===== src/rtl/hazard_scoreboard_if.sv =====
// hazard_scoreboard_if: ID-stage request, flush/clear controls and the
// stall/issue/forwarding/counter results of the hazard scoreboard.
interface hazard_scoreboard_if #(
    parameter int AW = 5,
    parameter int DEPTH = 3,
    parameter int CW = 16
);
    localparam int FW = $clog2(DEPTH);
    logic id_valid;
    logic [AW-1:0] id_rs;
    logic [AW-1:0] id_rt;
    logic id_use_rs;
    logic id_use_rt;
    logic id_wr_en;
    logic [AW-1:0] id_rd;
    logic id_is_load;
    logic flush;
    logic cnt_clr;
    logic stall;
    logic issue;
    logic [FW-1:0] fwd_a;
    logic [FW-1:0] fwd_b;
    logic [DEPTH-1:0] stage_valid;
    logic [CW-1:0] stall_cnt;
    logic [CW-1:0] flush_cnt;

    modport master (
        output id_valid, id_rs, id_rt, id_use_rs, id_use_rt, id_wr_en, id_rd, id_is_load,
        output flush, cnt_clr,
        input stall, issue, fwd_a, fwd_b, stage_valid, stall_cnt, flush_cnt
    );

    modport slave (
        input id_valid, id_rs, id_rt, id_use_rs, id_use_rt, id_wr_en, id_rd, id_is_load,
        input flush, cnt_clr,
        output stall, issue, fwd_a, fwd_b, stage_valid, stall_cnt, flush_cnt
    );
endinterface


===== src/rtl/hazard_scoreboard.sv =====
// hazard_scoreboard: tracks in-flight destinations, stalls on load-use hazards,
// selects EX operand forwarding sources and counts stall/flush events.
module hazard_scoreboard #(
    parameter int AW = 5,
    parameter int DEPTH = 3,
    parameter int LD_READY = 2,
    parameter int CW = 16
) (
    input logic clock,
    input logic reset,
    hazard_scoreboard_if.slave sb
);
    localparam int FW = $clog2(DEPTH);
    logic [DEPTH-1:0] valid;
    logic [DEPTH-1:0] is_load;
    logic [AW-1:0] rd [DEPTH];
    logic [AW-1:0] ex_rs;
    logic [AW-1:0] ex_rt;
    logic ex_use_rs;
    logic ex_use_rt;
    logic hz_rs;
    logic hz_rt;
    logic stall;
    logic issue;
    logic [FW-1:0] fa;
    logic [FW-1:0] fb;
    logic [CW-1:0] stall_cnt;
    logic [CW-1:0] flush_cnt;

    // Scanning oldest to youngest lets the youngest matching stage win.
    always_comb begin
        hz_rs = 1'b0;
        hz_rt = 1'b0;
        for (int s = DEPTH - 1; s >= 0; s--) begin
            if (valid[s] && rd[s] == sb.id_rs) hz_rs = is_load[s] && (s + 1 < LD_READY);
            if (valid[s] && rd[s] == sb.id_rt) hz_rt = is_load[s] && (s + 1 < LD_READY);
        end
    end

    assign stall = sb.id_valid && !sb.flush &&
                   ((hz_rs && sb.id_use_rs && sb.id_rs != '0) ||
                    (hz_rt && sb.id_use_rt && sb.id_rt != '0));
    assign issue = sb.id_valid && !stall && !sb.flush;

    always_comb begin
        fa = '0;
        fb = '0;
        for (int s = DEPTH - 1; s >= 1; s--) begin
            if (valid[s] && rd[s] == ex_rs) fa = FW'(s);
            if (valid[s] && rd[s] == ex_rt) fb = FW'(s);
        end
    end

    assign sb.stall = stall;
    assign sb.issue = issue;
    assign sb.fwd_a = (ex_use_rs && ex_rs != '0) ? fa : '0;
    assign sb.fwd_b = (ex_use_rt && ex_rt != '0) ? fb : '0;
    assign sb.stage_valid = valid;
    assign sb.stall_cnt = stall_cnt;
    assign sb.flush_cnt = flush_cnt;

    // Writes to r0 travel down the pipe but never become producers.
    always_ff @(posedge clock or posedge reset) begin
        if (reset) begin
            valid <= '0;
            is_load <= '0;
            for (int s = 0; s < DEPTH; s++) rd[s] <= '0;
            ex_rs <= '0;
            ex_rt <= '0;
            ex_use_rs <= 1'b0;
            ex_use_rt <= 1'b0;
            stall_cnt <= '0;
            flush_cnt <= '0;
        end else begin
            valid <= {valid[DEPTH-2:0], issue && sb.id_wr_en && sb.id_rd != '0};
            is_load <= {is_load[DEPTH-2:0], issue && sb.id_is_load};
            for (int s = DEPTH - 1; s >= 1; s--) rd[s] <= rd[s-1];
            rd[0] <= issue ? sb.id_rd : '0;
            ex_rs <= issue ? sb.id_rs : '0;
            ex_rt <= issue ? sb.id_rt : '0;
            ex_use_rs <= issue && sb.id_use_rs;
            ex_use_rt <= issue && sb.id_use_rt;
            stall_cnt <= sb.cnt_clr ? '0 : stall_cnt + CW'(stall && !(&stall_cnt));
            flush_cnt <= sb.cnt_clr ? '0 : flush_cnt + CW'(sb.flush && !(&flush_cnt));
        end
    end
endmodule


===== src/flat_wrapper.sv =====
// flat-port wrapper written by rule: the top's interface ports become plain ports
module hazard_scoreboard_flat 
#(
    parameter int AW = 5,
    parameter int DEPTH = 3,
    parameter int LD_READY = 2,
    parameter int CW = 16
)
  (clock, reset, sb_id_valid, sb_id_rs, sb_id_rt, sb_id_use_rs, sb_id_use_rt, sb_id_wr_en, sb_id_rd, sb_id_is_load, sb_flush, sb_cnt_clr, sb_stall, sb_issue, sb_fwd_a, sb_fwd_b, sb_stage_valid, sb_stall_cnt, sb_flush_cnt);
  hazard_scoreboard_if #(.AW(AW), .DEPTH(DEPTH), .CW(CW)) sb_i ();
  input logic clock;
  input logic reset;
  input wire logic [$bits(sb_i.id_valid)-1:0] sb_id_valid;
  input wire logic [$bits(sb_i.id_rs)-1:0] sb_id_rs;
  input wire logic [$bits(sb_i.id_rt)-1:0] sb_id_rt;
  input wire logic [$bits(sb_i.id_use_rs)-1:0] sb_id_use_rs;
  input wire logic [$bits(sb_i.id_use_rt)-1:0] sb_id_use_rt;
  input wire logic [$bits(sb_i.id_wr_en)-1:0] sb_id_wr_en;
  input wire logic [$bits(sb_i.id_rd)-1:0] sb_id_rd;
  input wire logic [$bits(sb_i.id_is_load)-1:0] sb_id_is_load;
  input wire logic [$bits(sb_i.flush)-1:0] sb_flush;
  input wire logic [$bits(sb_i.cnt_clr)-1:0] sb_cnt_clr;
  output wire logic [$bits(sb_i.stall)-1:0] sb_stall;
  output wire logic [$bits(sb_i.issue)-1:0] sb_issue;
  output wire logic [$bits(sb_i.fwd_a)-1:0] sb_fwd_a;
  output wire logic [$bits(sb_i.fwd_b)-1:0] sb_fwd_b;
  output wire logic [$bits(sb_i.stage_valid)-1:0] sb_stage_valid;
  output wire logic [$bits(sb_i.stall_cnt)-1:0] sb_stall_cnt;
  output wire logic [$bits(sb_i.flush_cnt)-1:0] sb_flush_cnt;
  assign sb_i.id_valid = sb_id_valid;
  assign sb_i.id_rs = sb_id_rs;
  assign sb_i.id_rt = sb_id_rt;
  assign sb_i.id_use_rs = sb_id_use_rs;
  assign sb_i.id_use_rt = sb_id_use_rt;
  assign sb_i.id_wr_en = sb_id_wr_en;
  assign sb_i.id_rd = sb_id_rd;
  assign sb_i.id_is_load = sb_id_is_load;
  assign sb_i.flush = sb_flush;
  assign sb_i.cnt_clr = sb_cnt_clr;
  assign sb_stall = sb_i.stall;
  assign sb_issue = sb_i.issue;
  assign sb_fwd_a = sb_i.fwd_a;
  assign sb_fwd_b = sb_i.fwd_b;
  assign sb_stage_valid = sb_i.stage_valid;
  assign sb_stall_cnt = sb_i.stall_cnt;
  assign sb_flush_cnt = sb_i.flush_cnt;
  hazard_scoreboard #(.AW(AW), .DEPTH(DEPTH), .LD_READY(LD_READY), .CW(CW)) u_core (.clock(clock), .reset(reset), .sb(sb_i));
endmodule

===== config.mk =====
export PLATFORM = sky130hd
export DESIGN_NAME = hazard_scoreboard_flat
export DESIGN_NICKNAME = d
export VERILOG_FILES = /design/src/rtl/hazard_scoreboard_if.sv /design/src/rtl/hazard_scoreboard.sv /design/src/flat_wrapper.sv
export SDC_FILE = /design/constraint.sdc
export NUM_CORES = 1
export LEC_CHECK = 0
export ABC_CLOCK_PERIOD_IN_PS = 7960
export BUFFER_PORTS_ARGS = -buffer_cell sky130_fd_sc_hd__buf_2
export CORE_UTILIZATION = 58
export CTS_CLUSTER_DIAMETER = 30
export DETAILED_ROUTE_END_ITERATION = 12
export GPL_ROUTABILITY_DRIVEN = 0
export HOLD_SLACK_MARGIN = 0.02
export PLACE_DENSITY = 0.86
export SLEW_MARGIN = 20
export SYNTH_ARGS = -nofsm -noshare
export SYNTH_HDL_FRONTEND = slang
export SYNTH_SLANG_ARGS = --single-unit

===== constraint.sdc =====
create_clock -name clock -period 7.96 [get_ports clock]
set_input_delay 0.398 -clock clock [delete_from_list [all_inputs] [get_ports clock]]
set_output_delay 0.398 -clock clock [all_outputs]
set_load 0.1 [all_outputs]

**Word level (Yosys, flattened, before mapping)**

Index checks and enable logic that the tools add are counted.

- Register bits: 63
- Output and inout port bits: 41

- Add/sub/neg operators: 2
- Equality and inequality tests: 6
- Mux-type cells: 13
- Reduce and logical (&&, ||, !) cells: 35

Operators with widths:

| kind | count |
|---|---|
| 16-bit by 1-bit adder with 16-bit output | 2 |
| 16-bit 2-to-1 mux | 2 |
| 16-bit AND reduction | 2 |
| 5-bit == test | 6 |
| 5-bit nonzero test | 5 |
| 1-bit logical AND | 23 |
| 5-bit 2-to-1 mux | 3 |
| 2-bit 2-to-1 mux | 6 |
| 1-bit logical NOT | 4 |
| 1-bit 2-to-1 mux | 2 |
| 1-bit logical OR | 1 |

**Logic depth before layout (Yosys ltp)**

- Depth after elaboration: 12
- Gate-level depth with buffers: 11

**Least setup slack after synthesis**

Ideal clock, no wire load.

- Path kind: reg2out
- From: register u_core.valid[2], in the netlist u_core.sb.stage_valid[2]
- To: output port sb_fwd_a[1]
- Data arrival time: 3.305 ns
- Data required time: 7.562 ns
- Setup slack: 4.257 ns
- Cell stages (with the launch flop): 3
- Path through: dfrtp_1 -> nand3_1 -> nor3b_1

- Word-level cells in the longest chain between the ends: 4

Ends and longest elaborated chain:

| what | line | source |
|---|---|---|
| start: declaration | hazard_scoreboard.sv:14 | `logic [DEPTH-1:0] valid;` |
| start signal: assignment | hazard_scoreboard.sv:75 | `valid <= {valid[DEPTH-2:0], issue && sb.id_wr_en && sb.id_rd != '0};` |
| 1-bit logical AND | hazard_scoreboard.sv:49 | `if (valid[s] && rd[s] == ex_rs) fa = FW'(s);` |
| 2-bit 2-to-1 mux (2 in series) | hazard_scoreboard.sv:49 |  |
| 2-bit 2-to-1 mux | hazard_scoreboard.sv:56 | `assign sb.fwd_a = (ex_use_rs && ex_rs != '0) ? fa : '0;` |
| end: declaration | flat_wrapper.sv:25 | `output wire logic [$bits(sb_i.fwd_a)-1:0] sb_fwd_a;` |

Every way passes these cells.

**Worst setup path after layout**

- From: register u_core.rd[13] (netlist bit)
- To: register u_core.stall_cnt[15], in the netlist u_core.sb.stall_cnt[15]

- Word-level cells in the longest chain between the ends: 10
- Elaborated cells on any way between the ends: 15
- Classes of those cells: add/sub (1); eq/ne (2); mux (3); reduce/logical (9)

Ends and longest elaborated chain:

| what | line | source |
|---|---|---|
| start: declaration | hazard_scoreboard.sv:16 | `logic [AW-1:0] rd [DEPTH];` |
| 5-bit == test (on tied branches) | hazard_scoreboard.sv:35, hazard_scoreboard.sv:36 |  |
| 1-bit logical AND (on tied branches) | hazard_scoreboard.sv:35, hazard_scoreboard.sv:36 |  |
| 1-bit 2-to-1 mux (on tied branches) | hazard_scoreboard.sv:35, hazard_scoreboard.sv:36 |  |
| 1-bit logical AND (on tied branches) (2 in series) | hazard_scoreboard.sv:41, hazard_scoreboard.sv:42 |  |
| 1-bit logical OR * | hazard_scoreboard.sv:41 | `((hz_rs && sb.id_use_rs && sb.id_rs != '0) \|\|` |
| 1-bit logical AND * | hazard_scoreboard.sv:40 | `assign stall = sb.id_valid && !sb.flush &&` |
| 1-bit logical AND * | hazard_scoreboard.sv:83 | `stall_cnt <= sb.cnt_clr ? '0 : stall_cnt + CW'(stall && !(&stall_cnt));` |
| 16-bit by 1-bit adder with 16-bit output * | hazard_scoreboard.sv:83 |  |
| 16-bit 2-to-1 mux * | hazard_scoreboard.sv:83 |  |
| end signal: assignment | hazard_scoreboard.sv:83 |  |
| end: declaration | hazard_scoreboard.sv:27 | `logic [CW-1:0] stall_cnt;` |

Mark *: on every way between the ends. The rest lies on a longest branch, timed or not.

==> results.ini <==
[synth]
synth_cell_type_count = 31
synth_top_area_share_pct = 54.50
synth_flop_cell = dfrtp_1
synthMostInstantiatedCell = dfrtp_1
syn-num-nets = 291
yosys.area_share.simple_pct = 22.66
synth_top_family_by_area = simple AND/OR/NAND/NOR gates
syn_avg_cell_area_sq_um = 11.00
synthArstFlopShare_pct = 100.0
yosys_warnings = 0
synthCells = 263
synth-edff-count = 0
synth_area_leaders = dfrtp_1, xor2_1, xnor2_1
synth_compound_area_share_pct = 2.811
synthAdderAreaFrac_pct = 1.730
synth_mux_area_share_pct = 0
synth_area_sq_mm = 0.002893
yosys.area_share.xor_xnor_pct = 16.35
synth_common_cells = dfrtp_1, xor2_1, nor2_1
seq_area_frac_synth_pct = 54.50
synth_area_leader_cell = dfrtp_1
synth-seq-cells = 63

[global_route]
grt_overflow = 0
grt_usage_pct = 25.97
grt_pass1_vias = 2166
grt_max_degree = 64
antenna_found_initial = 0
grt_pass1_wl_um = 10210

[floorplanning]
rows = 25
placeableCoreArea_sq_mm = 0.004755
dieWidth_um = 72.62
die_area_sq_mm = 0.005274
dieHeight_um = 72.62
start_util_pct = 60.84
io_pins = 65

[timing]
period_share_pct = 36.10
relSlewSlack_pct = 49.84
tightestPinTransition_ns = 0.7524
fin_tns_setup_ns = 0
period_minus_slack_ns = 2.873
rsz0062_at_grt = false
fin_ws_ns = 5.087
maxSlewViolCount = 0
hold_violations = 0
max_freq_mhz = 348.0
setup_violations = 0
finClkSkew_ns = 0.007390

[placement]
port_buffers = 64
hpwlAfterDp_um = 4216
dp_slack_ns = 4.968

[route]
routed_via_density = 5.460
ant_nets = 0
initialDrtViolationCount = 119
vias = 2206
dr.pass1.iters = 6
drc = 0
wl_per_cell_um = 14.67
routed_wl_um = 5926

[setup_path]
cp_num_buf_inv = 0
crit_top_cell = xor2_1
r2r_start = u_core.rd[13]$_DFF_PP0_
reg2reg_to = u_core.sb.stall_cnt[15]$_DFF_PP0_
reg2reg_slack_ns = 5.09
arrival_ns = 3.07
cpMaxStageDelayCell = or4_1
worstPathRequired_ns = 8.16
path_cells = xor2_1, or4_1, o32a_2, nor3_2, ha_1, and3_4, or3b_1, xor2_1, nor2_1
setup.worst_path.end_class = flop
rr_worst_depth = 9
cp_top_family = simple AND/OR/NAND/NOR gates
cp-start-kind = flop
path_class = reg2reg
cpPeakStageDelay_ns = 0.53
crit_fanout = 22

[clock_tree]
clock_latency_ns = 0.34
cts_buffers = 9
cts_buffer_depth = 2
cts_resized = 0
postCtsSetupRepairBufs = 0
cts_sinks = 63
postCtsHoldBufs = 0
tritoncts = done
path_clk_slew_ns = 0.07
htreeDepth = 3
cts_root_buf = clkbuf_8

[final_layout]
postLayoutCoreUtil_pct = 73.79
final_nets = 360
drive_gt1_share_pct = 26.11
fillCellCount = 353
syn_to_final_growth_pct = 21.28
antennaDiodeCount = 0

[run]
max_cap_violations = 0

[pwr]
power_density_mw_per_mm2 = 206.8
total_leakage_power_nw = 1.834
vdd_drop_max_v = 0.0001133

[status]
status = finished clean

[worst_hold_path]
hold_path.class = in2async

where the power goes:
part | switching, W | internal [W] | total, W
Sequential | 0.00000748 | 0.000327 | 0.000335
Combinational | 0.0000368 | 0.0000178 | 0.0000546
Clock | 0.000121 | 0.000215 | 0.000336
Total | 0.000165 | 0.000560 | 0.000725
layer usage:
layer / global-route usage, % / share of wire, % / up-vias / wire, um
li1: - / - / 1050 / -
met1: 34.30 / 44 / 1079 / 2616
met2: 41.23 / 49 / 67 / 2931
met3: 6.077 / 4.4 / 10 / 258
met4: 11.55 / 2.0 / 0 / 119
met5: 0 / 0 / - / 0
placed cells by master, fill, tap and decap left out, types with 2 or more instances in the layout:
cell and count:
xor2_1 38, nor2_1 32, o21ai_0 5, nand4_1 10, buf_4 2, or4_1 4, clkbuf_8 10, dfrtp_1 63
nor3b_1 2, nor2b_1 4, a21oi_1 5, buf_2 64, or3_1 3, nand3_1 15, nor3_1 3, ha_1 4
and4_1 6, nand2_1 9, and3_1 18, clkinv_2 2, xnor2_1 16, and3_2 2, nor4_1 6, bufinv_16 3
worst max-delay path by stage:
stage                                                   from                                end  slack [ns]  depth (start not counted)
after CTS                            u_core.rd[13]$_DFF_PP0_  u_core.sb.stall_cnt[15]$_DFF_PP0_        5.08                          9
after global placement                           sb_id_rs[3]  u_core.sb.stall_cnt[15]$_DFF_PP0_        5.09                         10
after detailed placement                         sb_id_rs[3]  u_core.sb.stall_cnt[15]$_DFF_PP0_        4.97                         10
final                                u_core.rd[13]$_DFF_PP0_  u_core.sb.stall_cnt[15]$_DFF_PP0_        5.09                          9
after global routing                 u_core.rd[11]$_DFF_PP0_  u_core.sb.stall_cnt[15]$_DFF_PP0_        4.91                         10
after floorplan           u_core.sb.stage_valid[2]$_DFF_PP0_                        sb_fwd_a[1]        4.26                          2
through the flow:
step / power, W / hold slack (ns) / cell area (sq um) / std cells
floorplan: 0.0003775 / 0.4087 / 2893 / 263
global placement: 0.0003940 / 0.4177 / 3263 / 388
detailed placement: 0.0003955 / 0.4280 / 3263 / 388
CTS: 0.0007287 / 0.2896 / 3508 / 404
global route: 0.0007495 / 0.3015 / 3508 / 404
finish: 0.0007255 / 0.2790 / 3508 / 404
sequential cells by signal (all words and copies together), names as in the netlist:
name,cells
u_core.ex_rs,5
u_core.ex_rt,5
u_core.ex_use_rs,1
u_core.ex_use_rt,1
u_core.is_load,1
u_core.rd,15
u_core.sb.flush_cnt,16
u_core.sb.stage_valid,3
u_core.sb.stall_cnt,16
worst register-to-register path, cell delays in order, from the launching register on:
cell and delay, ns:
dfrtp_1 0.42, xor2_1 0.16, or4_1 0.53, o32a_2 0.35
nor3_2 0.24, ha_1 0.27, and3_4 0.22, or3b_1 0.36
xor2_1 0.13, nor2_1 0.06
cell families after synthesis:
family          Yosys count
buf+inv                  10
fa+ha+maj                 4
xor+xnor                 54
simple gates            119
compound gates           13
flops                    63
area by class of cell:
type                    instances  area, sq um  share of cell area [%]
repair buffers                 66        335.3                   9.558
multi-input cells             190         1260                   35.91
inverters                       2        7.507                  0.2140
flip-flops and latches         63         1577                   44.94
clock inverters                 6        107.6                   3.067
well taps                      67        83.83                   2.389
clock buffers                  10        137.6                   3.923
Power figures use the tool's default switching activity.
